==> src/rtl/adc_sar_driver_pkg.sv <==
// Shared state encoding and sizing constants
// for the SAR ADC driver and its result FIFO.
package adc_sar_driver_pkg;

  typedef enum logic [2:0] {
    IDLE,
    START,
    WAIT_BUSY,
    WAIT_EOC,
    CAPTURE,
    GAP
  } state_t;

  // Guard bits let up to 8 full-scale samples sum without wrap.
  localparam int ACC_GUARD = 3;
  localparam int CNT_W = 3;

  function automatic int acc_w(input int n);
    return n + ACC_GUARD;
  endfunction

endpackage

==> src/rtl/adc_sar_driver_fifo.sv <==
// Result FIFO: head is combinational, data reads 0 when empty.
// DEPTH must be a power of two so pointers wrap naturally.
module adc_sar_driver_fifo
  import adc_sar_driver_pkg::*;
#(
  parameter int N = 8,
  parameter int DEPTH = 4
) (
  input  logic                       clk,
  input  logic                       rst,
  input  logic                       push,
  input  logic                       pop,
  input  logic [N-1:0]               wdata,
  output logic [N-1:0]               data,
  output logic                       valid,
  output logic                       full,
  output logic [$clog2(DEPTH+1)-1:0] count
);

  localparam int AW = (DEPTH > 1) ? $clog2(DEPTH) : 1;
  localparam int CW = $clog2(DEPTH + 1);

  logic [N-1:0]  mem [DEPTH];
  logic [AW-1:0] wptr;
  logic [AW-1:0] rptr;
  logic          do_pop;
  logic          do_push;

  assign valid   = count != '0;
  assign full    = count == CW'(DEPTH);
  assign do_pop  = pop && valid;
  assign do_push = push && (!full || do_pop);
  assign data    = valid ? mem[rptr] : '0;

  always_ff @(posedge clk) begin
    if (rst) begin
      wptr  <= '0;
      rptr  <= '0;
      count <= '0;
    end else begin
      if (do_push) begin
        mem[wptr] <= wdata;
        wptr      <= wptr + 1'b1;
      end
      if (do_pop) begin
        rptr <= rptr + 1'b1;
      end
      unique case ({do_push, do_pop})
        2'b10:   count <= count + 1'b1;
        2'b01:   count <= count - 1'b1;
        default: ;
      endcase
    end
  end

endmodule

==> src/rtl/adc_sar_driver.sv <==
// SAR ADC sequencer: soc/eoc handshake, 2^k averaging,
// free-run gap timer and a result FIFO with sticky overflow.
module adc_sar_driver
  import adc_sar_driver_pkg::*;
#(
  parameter int N = 8,
  parameter int DEPTH = 4
) (
  input  logic         clk,
  input  logic         rst,
  input  logic         enable,
  input  logic         continuous,
  input  logic [1:0]   avg_sel,
  input  logic [7:0]   period,
  input  logic         trig,
  input  logic         clr_ovf,
  output logic         soc,
  input  logic         eoc,
  input  logic         eoc_it,
  input  logic [N-1:0] dout,
  output logic [N-1:0] data,
  output logic         valid,
  input  logic         pop,
  output logic         busy,
  output logic         done_it,
  output logic         overflow
);

  localparam int AW = acc_w(N);
  localparam int CW = $clog2(DEPTH + 1);
  localparam logic [CNT_W:0] ONE = 1;

  state_t           state;
  state_t           state_nx;
  logic [AW-1:0]    acc;
  logic [AW-1:0]    acc_sum;
  logic [CNT_W-1:0] cnt;
  logic [CNT_W:0]   cnt_inc;
  logic [1:0]       avg_q;
  logic [7:0]       gap_cnt;
  logic             last;
  logic             push;
  logic             drop;
  logic             fifo_full;
  logic [N-1:0]     res;
  logic [CW-1:0]    fifo_count;

  assign acc_sum = acc + AW'(dout);
  assign cnt_inc = {1'b0, cnt} + 1'b1;
  assign last    = cnt_inc == (ONE << avg_q);
  assign res     = N'(acc_sum >> avg_q);

  always_ff @(posedge clk) begin
    if (rst) begin
      state <= IDLE;
    end else begin
      state <= state_nx;
    end
  end

  always_comb begin
    state_nx = state;
    if (!enable) begin
      state_nx = IDLE;
    end else begin
      unique case (state)
        IDLE:
          if (trig || continuous) state_nx = START;
        START:
          state_nx = WAIT_BUSY;
        WAIT_BUSY:
          if (!eoc) state_nx = WAIT_EOC;
        WAIT_EOC:
          if (eoc_it) state_nx = CAPTURE;
        CAPTURE:
          if (!last) state_nx = START;
          else if (!continuous) state_nx = IDLE;
          else if (period != 8'd0) state_nx = GAP;
          else state_nx = START;
        GAP:
          if (!continuous) state_nx = IDLE;
          else if (gap_cnt == 8'd0) state_nx = START;
        default:
          state_nx = IDLE;
      endcase
    end
  end

  always_comb begin
    soc  = 1'b0;
    busy = 1'b1;
    push = 1'b0;
    unique case (state)
      IDLE:             busy = 1'b0;
      START, WAIT_BUSY: soc = 1'b1;
      CAPTURE:          push = enable && last;
      default:          ;
    endcase
  end

  assign done_it = push;

  always_ff @(posedge clk) begin
    if (rst) begin
      avg_q <= '0;
    end else if (state == IDLE && state_nx == START) begin
      avg_q <= avg_sel;
    end
  end

  // Gap counter is preloaded to period-1 so GAP lasts period cycles.
  always_ff @(posedge clk) begin
    if (rst || !enable) begin
      acc     <= '0;
      cnt     <= '0;
      gap_cnt <= '0;
    end else begin
      unique case (state)
        CAPTURE:
          if (last) begin
            acc     <= '0;
            cnt     <= '0;
            gap_cnt <= period - 8'd1;
          end else begin
            acc <= acc_sum;
            cnt <= cnt_inc[CNT_W-1:0];
          end
        GAP:
          if (gap_cnt != 8'd0) gap_cnt <= gap_cnt - 8'd1;
        default: ;
      endcase
    end
  end

  // A pop in the same cycle frees a slot, so only push-while-full-without-pop drops.
  assign drop = push && fifo_full && !pop;

  always_ff @(posedge clk) begin
    if (rst) begin
      overflow <= 1'b0;
    end else if (drop) begin
      overflow <= 1'b1;
    end else if (clr_ovf) begin
      overflow <= 1'b0;
    end
  end

  adc_sar_driver_fifo #(
    .N     (N),
    .DEPTH (DEPTH)
  ) u_fifo (
    .clk   (clk),
    .rst   (rst),
    .push  (push),
    .pop   (pop),
    .wdata (res),
    .data  (data),
    .valid (valid),
    .full  (fifo_full),
    .count (fifo_count)
  );

  cnt_bound: assert property (
    @(posedge clk) disable iff (rst) fifo_count <= CW'(DEPTH)
  );

endmodule

==> config.mk <==
export PLATFORM = sky130hd
export DESIGN_NAME = adc_sar_driver
export DESIGN_NICKNAME = d
export VERILOG_FILES = /design/src/rtl/adc_sar_driver_pkg.sv /design/src/rtl/adc_sar_driver_fifo.sv /design/src/rtl/adc_sar_driver.sv
export SDC_FILE = /design/constraint.sdc
export NUM_CORES = 1
export LEC_CHECK = 0
export ABC_CLOCK_PERIOD_IN_PS = 3850
export BUFFER_PORTS_ARGS = -buffer_cell sky130_fd_sc_hd__buf_2
export CAP_MARGIN = 20
export CORE_MARGIN = 2
export CORE_UTILIZATION = 45
export CTS_BUF_LIST = sky130_fd_sc_hd__clkbuf_8 sky130_fd_sc_hd__clkbuf_16
export CTS_CLUSTER_DIAMETER = 150
export DETAILED_ROUTE_END_ITERATION = 8
export SYNTH_ARGS = -nofsm -noshare
export SYNTH_HDL_FRONTEND = slang
export SYNTH_HIERARCHICAL = 1
export SYNTH_SLANG_ARGS = --single-unit
==> constraint.sdc <==
create_clock -name clk -period 3.85 [get_ports clk]
set_input_delay 0.9625 -clock clk [delete_from_list [all_inputs] [get_ports clk]]
set_output_delay 0.9625 -clock clk [all_outputs]
set_load 0.02 [all_outputs]
==> results of run 1 <==
[kinds of logic after synthesis]
kind of cell / count (synthesis) / synth area share
adders and majority gates: 16 / 0.05226
DFF: 69 / 0.4132
AOI/OAI and AO/OA: 98 / 0.1550
xor gates and xnor gates: 14 / 0.02978
and+or+nand+nor: 147 / 0.1945
muxes: 34 / 0.1079
buffers and inverters: 41 / 0.04740
[critical path: cells and delay by family, from the launching register on]
family,cells,cell delay (ps)
adders and majority gates,1,320
AOI/OAI and AO/OA,2,500
and+or+nand+nor,3,710
buffers and inverters,1,240
DFF,1,440
[per-stage QoR]
| stage | total power, mW | instances | util | hold WS (ps) | setup WS [ps] |
|---|---|---|---|---|---|
| finish | 1.613 | 561 | 0.5199 | 450.1 | 340.3 |
| detailed placement | 0.9217 | 545 | 0.4923 | 436.0 | 376.1 |
| floorplan | 0.8796 | 419 | - | 435.6 | 797.2 |
| global placement | 0.9194 | 545 | 0.4923 | 429.8 | 544.2 |
| global route | 1.682 | 561 | 0.5199 | 479.2 | 74.81 |
| CTS | 1.642 | 561 | 0.5196 | 454.5 | 117.0 |
[Yosys cell counts, drive strengths merged, types with 6 or more instances]
cell type   n
mux4        8
a31oi      10
nand2b      8
inv        18
a211oi      7
a21oi      30
nor2       34
dfxtp      37
edfxtp     32
buf        13
nor2b       6
mux2i      23
nor3        8
o21ai      26
xnor2      10
and2b       6
clkbuf      9
ha         14
nand2      32
and2        8
nand3      15
[power groups by stage]
stage               registers (mW)  logic (mW)  clock network [mW]
floorplan                    0.792      0.0875                   0
global placement             0.799       0.120                   0
detailed placement           0.799       0.122                   0
CTS                          0.782       0.123               0.737
global route                 0.783       0.135               0.763
finish                       0.783       0.122               0.709
[final timing paths]
check | from | end | slack [ps] | cells past startpoint
worst max-delay path | cnt[0] | done_it | 340 | 7
worst min register to register | overflow | overflow | 450 | 1
worst max register to register | cnt[0] | u_fifo/mem[0][0] | 530 | 9
worst min-delay path | overflow | overflow | 450 | 1
[what timing repair did]
item	CTS	global route
endpoints found under the setup margin	0	1
resized for setup	0	1
hold buffers	0	0
[metal layers]
metal	routed length, µm	track usage	vias up
met5	0	0	-
met4	59	0.06639	0
met3	287	0.03443	6
met2	4084	0.3015	51
met1	4070	0.2395	1494
li1	-	-	1598
[flip-flops by register name, summed over array words and instances (netlist names), named ones only]
signal / cells
u_fifo/mem: 32
acc: 11
gap_cnt: 8
cnt: 3
state: 3
u_fifo/count: 3
avg_q: 2
u_fifo/rptr: 2
u_fifo/wptr: 2
overflow: 1
[layout make-up]
class                           count  area [µm²]
Tap cell                          108       135.1
Clock inverter                      7       116.4
Sequential cell                    69        1702
Timing Repair Buffer               41       210.2
Fill cell                         817        4228
Inverter                           18       67.56
Multi-Input combinational cell    309        2223
Clock buffer                        9       123.9
==> impl_metrics.json, run 1 <==
{
  "seqPwrFrac": 0.485,
  "final_common_cell": "buf_2",
  "io_buffers": 39,
  "grt_overflow_total": 0,
  "num_rows": 34,
  "path_cells": "ha_1, nor2b_1, o22ai_1, o32ai_4, nand3_2, nor2_2, buf_2",
  "fp.dieH_um": 99.66,
  "ys.flop_type": "dfxtp_1",
  "clkSinkCount": 69,
  "cts_tree": "yes",
  "fp.coreArea_um2": 8806,
  "p_switching_mw": 0.3646,
  "rsz0062_at_grt": "false",
  "root_buffer": "clkbuf_8",
  "drv_slew": 0,
  "required_ps": 2890,
  "grt_pass1_vias": 3034,
  "syn_avg_cell_area_um2": 9.827,
  "status": "finished clean",
  "num_io_pins": 40,
  "drc": 0,
  "ys_warn_count": 6,
  "vdd_drop_max_mv": 0.2352,
  "post_cts_buffers": 0,
  "finalCritPeriodShare": 0.9116,
  "switching_share": 0.2260,
  "period_needed_ps": 3510,
  "fmax_mhz": 284.9,
  "drive_gt1_frac": 0.1810,
  "synth_edf_count": 32,
  "power_leakage_nw": 1.773,
  "skew_ps": 6.194,
  "finalSetupTns_ps": 0,
  "fin_area_um2": 4578,
  "slowest_stage": "dfxtp_1",
  "die_area_um2": 9931,
  "finalSetupViolations": 0,
  "path_clk_slew_ps": 80,
  "place_area_um2": 4335,
  "first_pass_iters": 4,
  "finalHoldViolCount": 0,
  "final_nets": 491,
  "antenna_found_initial": 0,
  "grtUsageTotal": 0.1825,
  "synth.yosys.seq_area_share": 0.4132,
  "clockPowerShare": 0.439,
  "wl_per_cell_um": 15.16,
  "grt_first_pass_wirelength_um": 14400,
  "drv_cap": 0,
  "viasPerCell": 5.613,
  "synth_nets": 462,
  "crit_type": "reg2out",
  "cts_buffers": 9,
  "ctsLongestPathBuffers": 2,
  "cp_max_fo": 9,
  "place.gp.congestion": 0.8454,
  "slew_headroom": 0.4304,
  "ant_nets": 0,
  "ys_async_sr_fraction": 0,
  "synth_cells": 419,
  "crit_arrival_ps": 2550,
  "yosysTopAreaCell": "edfxtp_1",
  "num_antenna_cells": 0,
  "layout_common_cells": "buf_2, dfxtp_1, nor2_1, edfxtp_1, nand2_1",
  "power_density_nw_per_um2": 352.4,
  "die_w_um": 99.66,
  "vias": 3149,
  "dpl.hpwl_um": 6171,
  "syn-cell-area_um2": 4118,
  "p_comb_frac": 0.076,
  "start_util": 0.4676,
  "ys_ff_latch": 69,
  "hold_class": "reg2reg",
  "post_synth_num_cell_types": 69,
  "worstSetupEndpointType": "output pin",
  "dr.first_iter.drc_count": 116,
  "synth_top_area_frac": 0.2334,
  "max_stage_delay_ps": 440,
  "wirelength_um": 8502,
  "p_int_mw": 1.249,
  "syn_to_final_growth_pct": 11.18,
  "start_kind": "register",
  "synthTopCellsByArea": "edfxtp_1, dfxtp_1, mux2i_1",
  "tightestPinTransition_ps": 847.9,
  "grt_max_degree": 19,
  "cts.htree.levels": 3,
  "clk-insertion-delay-late_ps": 340
}
Power figures use the tool's default switching activity.
==> inputs of run 2 (changes only) <==
==> constraint.sdc (replaced) <==
create_clock -name clk -period 3.85 [get_ports clk]
set_input_delay 0.9625 -clock clk [delete_from_list [all_inputs] [get_ports clk]]
set_output_delay 0.9625 -clock clk [all_outputs]
set_load 0.05 [all_outputs]
==> run 2 against run 1 <==
  * Non-clock buffer count grew 2
  * Total power shrank 2.7%
  * Global-route usage shrank 0.096 points
  * Largest power group unchanged
  * Critical path depth grew 1
  * Critical endpoint unchanged
  * Via count grew 0.44%
  * Cell area shrank 0.14%
  * Worst setup slack gained 12 ps
  * Combinational power grew 3%
  * Sequential power is essentially flat
  * Clock power shrank 6.8%
  * Critical path type unchanged
  * Sequential share of layout area grew 0.051 points
==> impl_metrics.json, run 2 (same netlist as run 1, synthesis figures left out) <==
{
  "tightestPinTransition_ps": 882.7,
  "r2r_start": "cnt[0]",
  "drv_cap": 0,
  "cts_hold_buf": 0,
  "fp.dieH_um": 99.66,
  "post_cts_buffers": 0,
  "cts.htree.levels": 3,
  "power_mw": 1.569,
  "cts_tree": "yes",
  "crit_type": "reg2out",
  "rsz0062_at_grt": "false",
  "drive_gt1_frac": 0.1824,
  "min_from": "acc[4]",
  "post_cts_resized": 0,
  "period_needed_ps": 3498,
  "path_cells": "ha_1, nor2b_1, o22ai_1, o32ai_4, nand3_2, nor2_1, buf_4, buf_2",
  "worstSetupEndpointType": "output pin",
  "antenna_found_initial": 0,
  "whs_path_depth": 2,
  "cp_max_fo": 9,
  "fmax_mhz": 285.9,
  "ctsLongestPathBuffers": 2,
  "num_rows": 34,
  "regToRegEndpoint": "u_fifo/mem[3][5]",
  "whs_endpoint": "acc[4]",
  "num_io_pins": 40,
  "layout_common_cells": "buf_2, dfxtp_1, nor2_1, edfxtp_1, nand2_1",
  "viasPerCell": 5.618,
  "die_w_um": 99.66,
  "first_pass_iters": 4,
  "place.gp.congestion": 0.8927,
  "clk-insertion-delay-late_ps": 350,
  "wl_per_cell_um": 15.26,
  "slew_headroom": 0.4070,
  "drv_slew": 0,
  "start_util": 0.4676,
  "finalSetupViolations": 0,
  "dpl.hpwl_um": 6195,
  "crit_arrival_ps": 2540,
  "cts_buffers": 9,
  "ant_nets": 0,
  "path_clk_slew_ps": 80,
  "max_stage_delay_ps": 420,
  "vdd_drop_max_mv": 0.2535,
  "start_kind": "register",
  "skew_ps": 7.321,
  "finalCritPeriodShare": 0.9085,
  "reg_top3": "u_fifo/mem x32, acc x11, gap_cnt x8",
  "hold_class": "reg2reg",
  "required_ps": 2890,
  "vias": 3163,
  "finalHoldViolCount": 0,
  "grt_pass1_vias": 3017,
  "final_common_cell": "buf_2",
  "fp.coreArea_um2": 8806,
  "status": "finished clean",
  "utilization": 0.5192,
  "largest_reg_flops": 32,
  "grt_overflow_total": 0,
  "slowest_stage": "dfxtp_1",
  "dr.first_iter.drc_count": 97,
  "root_buffer": "clkbuf_8",
  "die_area_um2": 9931,
  "syn_to_final_growth_pct": 11.03,
  "power_leakage_nw": 1.765,
  "cp-startpoint": "cnt[0]",
  "grt_first_pass_wirelength_um": 14300,
  "power_density_nw_per_um2": 343.3,
  "reg2reg_slack_ps": 660,
  "drc": 0,
  "finalSetupTns_ps": 0,
  "num_antenna_cells": 0,
  "grt_max_degree": 17,
  "clkSinkCount": 69,
  "wirelength_um": 8594,
  "final_nets": 493,
  "regMostFlops": "u_fifo/mem",
  "reg2regPathDepth": 10,
  "io_buffers": 39,
  "grtUsageTotal": 0.1815
}
## run 2: metrics by stage
step	cell area, µm²	cells	hold WS, ps	setup WS, ps
finish	4572	563	455.8	352.4
global route	4572	563	479.8	111.4
CTS	4572	563	460.8	335.4
detailed placement	4350	547	442.7	619.4
global placement	4350	547	429.3	722.5
floorplan	4118	419	435.6	363.9
## run 2: layout make-up
cell class              count  area [µm²]
fillers                   826        4234
clock inverters             7       97.59
repair buffers             43       225.2
flip-flops and latches     69        1702
clock buffers               9       123.9
multi-input cells         309        2221
inverters                  18       67.56
well taps                 108       135.1
## run 2: worst max-delay path by stage
stage                             to  depth (start not counted)
floorplan            u_fifo/count[2]                         13
global placement    u_fifo/mem[0][3]                          9
detailed placement  u_fifo/mem[0][5]                          9
CTS                          done_it                          8
global route                 done_it                          8
finish                       done_it                          8
## run 2: metal layers
layer | track usage | part of all wire | wire (µm) | up-vias
met2 | 0.3093 | 0.48 | 4147 | 56
met5 | 0 | 0 | 0 | -
met1 | 0.2324 | 0.47 | 4054 | 1494
met4 | 0.05585 | 0.010 | 86 | 0
li1 | - | - | - | 1604
met3 | 0.03725 | 0.036 | 306 | 9
## run 2: critical path, delay by kind of cell (launching register included)
kind | cells | cell delay, ps
AND/OR/NAND/NOR | 3 | 530
adder cells (fa/ha/maj) | 1 | 300
flip-flops | 1 | 420
AO/OA/AOI/OAI | 2 | 500
buffers and inverters | 2 | 440
## run 2: power by group
group	internal (mW)	switching, mW	total, mW
registers	0.774	0.00793	0.782
logic	0.0453	0.0808	0.126
clock network	0.367	0.294	0.661
total	1.19	0.383	1.57
